### config.mk
export PLATFORM = sky130hd
export DESIGN_NAME = shift_add_multiplier_flat
export DESIGN_NICKNAME = d
export VERILOG_FILES = /design/src/rtl/shift_add_multiplier_if.sv /design/src/rtl/shift_add_multiplier.sv /design/src/flat_wrapper.sv
export SDC_FILE = /design/constraint.sdc
export NUM_CORES = 1
export LEC_CHECK = 0
export CORE_MARGIN = 2
export CORE_UTILIZATION = 59
export CTS_BUF_LIST = sky130_fd_sc_hd__clkbuf_4 sky130_fd_sc_hd__clkbuf_8
export CTS_CLUSTER_SIZE = 30
export DETAILED_ROUTE_END_ITERATION = 10
export HOLD_SLACK_MARGIN = 0.02
export PLACE_DENSITY = 0.9
export SLEW_MARGIN = 20
export SYNTH_ARGS = -nofsm -noshare
export SYNTH_HDL_FRONTEND = slang
export SYNTH_SLANG_ARGS = --single-unit
export TNS_END_PERCENT = 20
### constraint.sdc
create_clock -name clk -period 5 [get_ports clk]
set_clock_uncertainty 0.2 [all_clocks]
set_input_delay 0.5 -clock clk [delete_from_list [all_inputs] [get_ports clk]]
set_output_delay 0.5 -clock clk [all_outputs]
set_load 0.02 [all_outputs]
### src/rtl/shift_add_multiplier_if.sv
// Start/done handshake and result bus of the shift-add multiplier.
interface shift_add_multiplier_if #(
    parameter int unsigned WIDTH = 10
);
    logic               start;
    logic [WIDTH-1:0]   in_A;
    logic [WIDTH-1:0]   in_B;
    logic               busy;
    logic               done;
    logic [WIDTH-1:0]   product_out;
    logic [2*WIDTH-1:0] full_product;
    logic               ovf;
    logic               zero;

    modport master (
        output start, in_A, in_B,
        input  busy, done, product_out, full_product, ovf, zero
    );

    modport slave (
        input  start, in_A, in_B,
        output busy, done, product_out, full_product, ovf, zero
    );
endinterface

### src/rtl/shift_add_multiplier.sv
// Sequential unsigned fixed-point multiplier (QWIDTH-FRAC.FRAC operands).
// One shift-add iteration per clock over an {acc, q} shift register;
// a zero operand skips the iterations entirely.
module shift_add_multiplier #(
    parameter int unsigned WIDTH = 10,
    parameter int unsigned FRAC  = 4
) (
    input  logic                        clk,
    input  logic                        rst_n,
    shift_add_multiplier_if.slave       bus
);
    localparam int unsigned CntW = (WIDTH > 1) ? $clog2(WIDTH) : 1;

    typedef enum logic [1:0] {StIdle, StLoad, StCalc, StDone} state_e;

    state_e             state_q, state_d;
    logic [WIDTH-1:0]   a_q;
    logic [WIDTH:0]     acc_q;
    logic [WIDTH-1:0]   q_q;
    logic [CntW-1:0]    count_q;
    logic [2*WIDTH-1:0] full_q;
    logic               zero_q;
    logic [WIDTH:0]     sum;
    logic               load_zero;
    logic               last_iter;

    // Datapath combinational terms: conditional add and loop/zero decode
    always_comb begin
        sum       = q_q[0] ? (acc_q + {1'b0, a_q}) : acc_q;
        load_zero = (bus.in_A == '0) || (bus.in_B == '0);
        last_iter = (count_q == CntW'(WIDTH - 1));
    end

    // State register
    always_ff @(posedge clk or negedge rst_n) begin
        if (!rst_n) begin
            state_q <= StIdle;
        end else begin
            state_q <= state_d;
        end
    end

    // Next-state logic; Moore outputs decode from state only
    always_comb begin
        state_d  = state_q;
        bus.busy = 1'b0;
        bus.done = 1'b0;
        case (state_q)
            StIdle: begin
                if (bus.start) state_d = StLoad;
            end
            StLoad: begin
                bus.busy = 1'b1;
                state_d  = load_zero ? StDone : StCalc;
            end
            StCalc: begin
                bus.busy = 1'b1;
                if (last_iter) state_d = StDone;
            end
            StDone: begin
                bus.busy = 1'b1;
                bus.done = 1'b1;
                state_d  = StIdle;
            end
            default: state_d = StIdle;
        endcase
    end

    // Operand capture, shift-add iterations and result latching
    always_ff @(posedge clk or negedge rst_n) begin
        if (!rst_n) begin
            a_q     <= '0;
            acc_q   <= '0;
            q_q     <= '0;
            count_q <= '0;
            full_q  <= '0;
            zero_q  <= 1'b0;
        end else begin
            case (state_q)
                StLoad: begin
                    a_q     <= bus.in_A;
                    q_q     <= bus.in_B;
                    acc_q   <= '0;
                    count_q <= '0;
                    zero_q  <= load_zero;
                    // Clearing here doubles as the zero fast-path result
                    full_q  <= '0;
                end
                StCalc: begin
                    acc_q   <= {1'b0, sum[WIDTH:1]};
                    q_q     <= {sum[0], q_q[WIDTH-1:1]};
                    count_q <= count_q + CntW'(1);
                    // {acc[WIDTH-1:0], q} after the shift equals {sum, q[WIDTH-1:1]}
                    if (last_iter) full_q <= {sum, q_q[WIDTH-1:1]};
                end
                default: ;
            endcase
        end
    end

    // Truncated result and overflow flag are slices of the held full product
    always_comb begin
        bus.full_product = full_q;
        bus.product_out  = full_q[WIDTH+FRAC-1:FRAC];
        bus.ovf          = |full_q[2*WIDTH-1:WIDTH+FRAC];
        bus.zero         = zero_q;
    end
endmodule

### src/flat_wrapper.sv
// flat-port wrapper written by rule: the top's interface ports become plain ports
module shift_add_multiplier_flat 
#(
    parameter int unsigned WIDTH = 10,
    parameter int unsigned FRAC  = 4
)
  (clk, rst_n, bus_start, bus_in_A, bus_in_B, bus_busy, bus_done, bus_product_out, bus_full_product, bus_ovf, bus_zero);
  shift_add_multiplier_if #(.WIDTH(WIDTH)) bus_i ();
  input  logic clk;
  input  logic rst_n;
  input wire logic [$bits(bus_i.start)-1:0] bus_start;
  input wire logic [$bits(bus_i.in_A)-1:0] bus_in_A;
  input wire logic [$bits(bus_i.in_B)-1:0] bus_in_B;
  output wire logic [$bits(bus_i.busy)-1:0] bus_busy;
  output wire logic [$bits(bus_i.done)-1:0] bus_done;
  output wire logic [$bits(bus_i.product_out)-1:0] bus_product_out;
  output wire logic [$bits(bus_i.full_product)-1:0] bus_full_product;
  output wire logic [$bits(bus_i.ovf)-1:0] bus_ovf;
  output wire logic [$bits(bus_i.zero)-1:0] bus_zero;
  assign bus_i.start = bus_start;
  assign bus_i.in_A = bus_in_A;
  assign bus_i.in_B = bus_in_B;
  assign bus_busy = bus_i.busy;
  assign bus_done = bus_i.done;
  assign bus_product_out = bus_i.product_out;
  assign bus_full_product = bus_i.full_product;
  assign bus_ovf = bus_i.ovf;
  assign bus_zero = bus_i.zero;
  shift_add_multiplier #(.WIDTH(WIDTH), .FRAC(FRAC)) u_core (.clk(clk), .rst_n(rst_n), .bus(bus_i));
endmodule
==> results of run 1 <==
==> stage by stage <==
step	instance area [µm²]	cells	setup WS (ps)	utilization	total power [mW]
6_report	3885	435	2339	0.7558	2.591
5_1_grt	3885	435	2188	0.7558	2.774
4_1_cts	3885	435	2341	0.7558	2.584
3_5_place_dp	3670	419	2366	0.7140	2.100
3_3_place_gp	3670	419	2435	0.7140	2.038
2_1_floorplan	3144	315	2899	-	1.746
==> per-layer routing <==
metal | share of wire | vias to the layer above | track usage
met5 | 0 | - | 0
met4 | 0.032 | 0 | 0.1304
met3 | 0.069 | 19 | 0.06353
met2 | 0.47 | 110 | 0.4088
met1 | 0.43 | 1268 | 0.3684
li1 | - | 1216 | -
==> cells by family (layout without fill, tap and decap cells) <==
kind of cell | after synthesis | after routing | synth area share
AO/OA/AOI/OAI | 83 | 83 | 0.1747
AND/OR/NAND/NOR | 87 | 87 | 0.1369
flip-flops | 57 | 57 | 0.4536
adder cells (fa/ha/maj) | 18 | 18 | 0.07401
multiplexers | 28 | 28 | 0.09431
XOR/XNOR | 1 | 1 | 0.002786
buffers and inverters | 41 | 91 | 0.06367
==> worst max-delay path by stage <==
| stage | cells after the start | endpoint | from | slack, ps |
|---|---|---|---|---|
| finish | 6 | u_core.bus.full_product[19]$_DFFE_PN0P_ | u_core.state_q[0]$_DFFE_PN0P_ | 2340 |
| CTS | 6 | u_core.bus.full_product[19]$_DFFE_PN0P_ | u_core.state_q[0]$_DFFE_PN0P_ | 2340 |
| floorplan | 8 | u_core.acc_q[9]$_DFFE_PN0P_ | u_core.acc_q[0]$_DFFE_PN0P_ | 2900 |
| detailed placement | 6 | u_core.bus.full_product[19]$_DFFE_PN0P_ | u_core.state_q[0]$_DFFE_PN0P_ | 2370 |
| global placement | 6 | u_core.bus.full_product[19]$_DFFE_PN0P_ | u_core.state_q[0]$_DFFE_PN0P_ | 2440 |
| global route | 6 | u_core.bus.full_product[19]$_DFFE_PN0P_ | u_core.state_q[0]$_DFFE_PN0P_ | 2190 |
==> final cells by class <==
class                   count  area (µm²)  share of cell area
inverters                  16       60.06             0.01546
clock inverters             2       35.03            0.009018
repair buffers             59       578.1              0.1488
clock buffers              14       180.2             0.04638
flip-flops and latches     57        1426              0.3671
multi-input cells         217        1518              0.3907
well taps                  70       87.58             0.02254
==> flip-flops by register name (all words and copies together), names as in the netlist <==
register / count
u_core.a_q: 10
u_core.acc_q: 10
u_core.bus.full_product: 20
u_core.bus.zero: 1
u_core.count_q: 4
u_core.q_q: 10
u_core.state_q: 2
==> cells in the mapped netlist, types with 8 or more instances <==
cell	instances
o21ai_0	20
mux2i_1	15
nand3_1	8
nand2_1	20
inv_1	16
a21oi_1	18
mux2_2	13
nor2_1	30
dfrtp_1	57
a22o_1	10
ha_1	17
buf_4	10
==> power by group through the flow <==
stage	registers, mW	logic [mW]	clock network [mW]
after global placement	0.769	1.27	0
after floorplan	0.759	0.987	0
after global routing	0.799	1.49	0.487
after CTS	0.774	1.34	0.466
after detailed placement	0.779	1.32	0
final	0.779	1.35	0.464
==> worst max-delay path: cells and delay by family (launching register included) <==
kind / cells / cell delay [ps]
flip-flops: 1 / 420
adder cells (fa/ha/maj): 1 / 160
multiplexers: 1 / 370
buffers and inverters: 2 / 460
AO/OA/AOI/OAI: 1 / 340
AND/OR/NAND/NOR: 1 / 580
==> metrics.md, run 1 <==
| Metric | Value |
|---|---|
| Outcome | `finished, final reports clean` |
| Share of layout cells above drive strength 1 | `0.1041` |
| Worst Path Arrival | `2680 ps` |
| Avg WL per Cell | `17.29 µm` |
| Net Sw Frac | `0.4337` |
| Final net count | `about 400` |
| Syn Inst Count | `~320` |
| Post CTS Setup Buffer Count | `0` |
| Flop2flop setup slack | `approximately 2300 ps` |
| Routed Antenna Nets | `0` |
| Yosys warning total | `0` |
| Power share of the clock group | `0.179` |
| Number of synthesized flops with an enable pin | `0` |
| Crit-path cells | `inv_1 -> ha_1 -> buf_4 -> and4b_1 -> a21o_1 -> mux2_2` |
| Most common cell after layout, fill and taps aside | `dfrtp_1` |
| # DRC | `0` |
| Final Cycle Share | `0.5322` |
| Synth top area cells | `dfrtp_1 45%, ha_1 6.8%, mux2i_1 4.8%, mux2_2 4.7%, nor2_1 3.6%` |
| Top-area cell type share of the netlist area | `0.4536` |
| Required time of the critical path | `5020 ps` |
| Core area | `slightly above 5000 µm²` |
| Max VDD drop | `just over 0.0005 V` |
| Seq/Total Area, Yosys | `0.4536` |
| Pwr/cell area | `~670 nW/µm²` |
| Synth area leader | `dfrtp_1` |
| Via density | `6.007` |
| Post-cts repair resize count | `0` |
| Area growth syn-to-layout | `23.56%` |
| Internal Power | `between 1 and 1.5 mW` |
| HPWL Detailed | `between 5000 and 6000 µm` |
| Vias in the first global route | `roughly 2,500` |
| Worst-Margin Slew | `roughly 710 ps` |
| Setup Crit Path Kind | `flop to flop` |
| CP peak stage delay | `580 ps` |
| Gr usage total | `0.2700` |
| Cells on worst reg2reg path | `6` |
| Vias after detailed routing | `2,613` |
| Reg power frac | `0.301` |
| Dominant synthesized flop cell | `dfrtp_1` |
| Die H | `around 77 µm` |
| Die area | `5929 µm²` |
| Die W | `around 77 µm` |
| Io pins | `57` |
| Max-cap violations | `0` |
| Largest net degree at the start of global routing | `58` |
| RSZ-0062 raised after global routing | `false` |
| Root buffer cell | `clkbuf_8` |
| Post-synth cell types | `45` |
| Reg2reg end | `u_core.bus.full_product[19]$_DFFE_PN0P_` |
| Final wirelength | `around 7500 µm` |
| H-tree levels | `3` |
| Hold-fix buffer count after cts | `0` |
| DR iter-0 viols | `240` |
| Inserted Diodes | `0` |
| CP max-delay cell | `and4b_1` |
| Startpoint types | `flop` |
| Clk slew on worst S/H paths | `60 ps` |
| CP Max Fanout | `26` |
| Initial antenna violation count | `0` |
| Peak Freq | `approximately 0.38 GHz` |
| Later-pin clock latency in the skew report | `approximately 340 ps` |
| TNS Setup | `0 ps` |
| Fillers | `a little under 400` |
| Synth Cell Area | `between 3000 and 4000 µm²` |
| Net Sw Power | `1.123 mW` |
| Leakage power | `roughly 1.7 nW` |
| TritonCTS clock tree | `built` |
| FP Rows | `26` |
| Min cycle time layout | `between 2000 and 3000 ps` |
| Slew Limit Headroom | `0.5237` |
| Hold_ws | `between 70 and 80 ps` |
| Post-Syn Nets | `between 300 and 400` |
| CTS Buffer Depth | `2` |
| Slew Limit Fails | `0` |
| Final hold vios | `0` |
| Most frequent cells in the layout | `57 x dfrtp_1, 55 x clkdlybuf4s50_1, 30 x nor2_1, 20 x nand2_1, 20 x o21ai_0` |
| Grt total ovfl | `0` |
| Setup violators final | `0` |
| Port Buffers | `56` |
| Worst hold path class | `input port to asynchronous set/reset pin` |
| Drt first pass iters | `4` |
| CP endpoint kind | `flop` |
| Reg-to-Reg Start | `u_core.state_q[0]$_DFFE_PN0P_` |
| #FFs+latches synth | `57` |
| Async SR Flop Fraction | `1.000` |
| Combinational share of power | `0.520` |
| Starting Density | `0.6117` |
| Syn Area/Cell | `roughly 10 µm²` |
| Clock tree sinks | `57` |
| Gpl congestion | `0.9227` |
| Total CTS buffers | `9` |
| First-pass GRT wire length | `~12,000 µm` |
Power figures use the tool's default switching activity.
==> run 2: changes to the inputs <==
Settings changed: CORE_UTILIZATION 59 to 54, PLACE_DENSITY 0.9 to 0.84.
Clock period 5 ns to 2.7 ns, I/O delays scaled along.
==> run 2 against run 1 <==
Net effect: total power grew 81%; worst setup slack lost 2000 ps; register-to-register slack lost 2000 ps; sequential power grew 81%; critical path depth grew 2; clock power grew 60%; sequential share of layout area shrank 0.19 points; clock-buffer cell count shrank 1; critical endpoint unchanged; cell count grew 1.6%.
==> metrics.md, run 2 (synthesis results as in run 1) <==
| Metric | Value |
|---|---|
| Setup violators final | `0 (unchanged)` |
| Final wirelength | `7326 µm (-2.6%)` |
| Fillers | `426 (+9.2%)` |
| Crit-path cells | `ha_1 -> inv_1 -> fa_1 -> nor2b_1 -> o31a_1 -> o311ai_1 -> a211oi_1 -> mux2_2` |
| Worst hold path class | `input port to asynchronous set/reset pin` |
| Post-Place Setup Slack | `357.2 ps (-2009 ps)` |
| FP Rows | `27 (+3.8%)` |
| Area growth syn-to-layout | `24.19%` |
| Register Area | `1426 µm² (unchanged)` |
| Setup ws final | `319.6 ps (-2019 ps)` |
| Vias in the first global route | `2,502 (-0.16%)` |
| Later-pin clock latency in the skew report | `330 ps (about the same)` |
| Flop2flop setup slack | `320 ps (-2020 ps)` |
| Peak Freq | `0.4201 GHz (+12%)` |
| CP endpoint kind | `flop` |
| Slew Limit Fails | `0 (unchanged)` |
| Final Cycle Share | `0.8816 (+0.3494)` |
| Leakage power | `1.675 nW (+0.61%)` |
| Core area | `5574 µm² (+8.4%)` |
| Avg WL per Cell | `16.57 µm (-4.2%)` |
| Final hold vios | `0 (unchanged)` |
| CTS Buffer Depth | `2 (unchanged)` |
| Max-cap violations | `0 (unchanged)` |
| HPWL Detailed | `5518 µm (+4.4%)` |
| Max VDD drop | `0.001047 V (+110%)` |
| Die H | `80.31 µm (+4.3%)` |
| Power Total | `4.698 mW (+81%)` |
| Initial antenna violation count | `0 (unchanged)` |
| Drt first pass iters | `4 (unchanged)` |
| Port Buffers | `56 (unchanged)` |
| Slew Limit Headroom | `0.6792 (+0.1554)` |
| TNS Setup | `0 ps (unchanged)` |
| Most common cell after layout, fill and taps aside | `dfrtp_1` |
| Hold-fix buffer count after cts | `1 (+1)` |
| Root buffer cell | `clkbuf_8` |
| Max reg flops | `20 (unchanged)` |
| Total CTS buffers | `9 (unchanged)` |
| H-tree levels | `3 (unchanged)` |
| Worst-Margin Slew | `480.1 ps (-234.2 ps)` |
| Gr usage total | `0.2490 (-0.02099)` |
| Clock tree sinks | `57 (unchanged)` |
| Setup Crit Path Kind | `flop to flop` |
| Hold_ws | `147.7 ps (+76.13 ps)` |
| TritonCTS clock tree | `built` |
| Final net count | `407 (+1.5%)` |
| Required time of the critical path | `2770 ps (-2250 ps)` |
| RSZ-0062 raised after global routing | `false` |
| Inserted Diodes | `0 (unchanged)` |
| CP Max Fanout | `5 (-81%)` |
| WP buf/inv | `1 (-1)` |
| CP peak stage delay | `370 ps (-210 ps)` |
| First-pass GRT wire length | `12,150 µm (-1.9%)` |
| Post CTS Setup Buffer Count | `0 (unchanged)` |
| Share of layout cells above drive strength 1 | `0.1135 (+0.009404)` |
| Starting Density | `0.5641 (-0.04765)` |
| Die area | `6449 µm² (+8.8%)` |
| Cells on worst reg2reg path | `8 (+2)` |
| Via density | `5.781 (-3.8%)` |
| CP max-delay cell | `dfrtp_1` |
| Die W | `80.31 µm (+4.3%)` |
| Gpl congestion | `0.8743 (-5.2%)` |
| Min cycle time layout | `2380 ps (-280.6 ps)` |
| Startpoint types | `flop` |
| Routed Antenna Nets | `0 (unchanged)` |
| # DRC | `0 (unchanged)` |
| Outcome | `finished, final reports clean` |
| Largest net degree at the start of global routing | `46 (-21%)` |
| Pwr/cell area | `1203 nW/µm² (+80%)` |
| Reg2reg end | `u_core.bus.full_product[19]$_DFFE_PN0P_` |
| Post-cts repair resize count | `0 (unchanged)` |
| Vias after detailed routing | `2,555 (-2.2%)` |
| Critical path's top delay family | `compound AO/OA/AOI/OAI gates` |
| Area of the multi-input gates | `1518 µm² (unchanged)` |
| Most frequent cells in the layout | `57 x dfrtp_1, 55 x clkdlybuf4s50_1, 30 x nor2_1, 20 x nand2_1, 20 x o21ai_0` |
| DR iter-0 viols | `163 (-32%)` |
| Reg-to-Reg Start | `u_core.acc_q[0]$_DFFE_PN0P_` |
| Io pins | `57 (unchanged)` |
| Worst Path Arrival | `2460 ps (-220 ps)` |
| Clk slew on worst S/H paths | `60 ps (about the same)` |
| Grt total ovfl | `0 (unchanged)` |
==> run 2: how the worst max path moves through the flow <==
stage | from | slack, ps | depth (start not counted) | endpoint
after floorplan | u_core.acc_q[0]$_DFFE_PN0P_ | 600 | 8 | u_core.acc_q[9]$_DFFE_PN0P_
after global placement | bus_in_A[9] | 420 | 6 | u_core.state_q[0]$_DFFE_PN0P_
after detailed placement | u_core.acc_q[0]$_DFFE_PN0P_ | 360 | 8 | u_core.bus.full_product[19]$_DFFE_PN0P_
after CTS | u_core.acc_q[0]$_DFFE_PN0P_ | 340 | 8 | u_core.bus.full_product[19]$_DFFE_PN0P_
after global routing | u_core.acc_q[0]$_DFFE_PN0P_ | 150 | 8 | u_core.bus.full_product[19]$_DFFE_PN0P_
final | u_core.acc_q[0]$_DFFE_PN0P_ | 320 | 8 | u_core.bus.full_product[19]$_DFFE_PN0P_
==> run 2: per-stage QoR <==
step           instances    util  cell area, µm²
4_1_cts              442  0.7006            3905
2_1_floorplan        315       -            3144
3_5_place_dp         426  0.6655            3710
3_3_place_gp         426  0.6655            3710
5_1_grt              442  0.7006            3905
6_report             442  0.7006            3905
==> run 2: worst register-to-register path: cells and delay by family, from the launching register on <==
family	cells	cell delay, ps
fa+ha+maj	2	560
compound gates	3	710
buf+inv	1	60
mux	1	220
simple gates	1	200
flops	1	370
==> run 2: area by class of cell <==
class | instances | share of cell area
clock buffer | 13 | 0.04422
clock inverter | 2 | 0.003204
inverter | 16 | 0.01538
multi-input combinational | 217 | 0.3887
sequential | 57 | 0.3653
tap | 72 | 0.02307
timing repair buffer | 65 | 0.1602
==> run 2: layer usage <==
layer	global-route usage	share of wire
met4	0.07288	0.0064
met2	0.3850	0.47
met5	0	0
met3	0.05281	0.051
met1	0.3548	0.47
==> run 2: power breakdown <==
| group | total, mW | internal (mW) | switching [mW] |
|---|---|---|---|
| logic | 2.54 | 1.06 | 1.48 |
| clock network | 0.743 | 0.412 | 0.331 |
| registers | 1.41 | 1.17 | 0.247 |
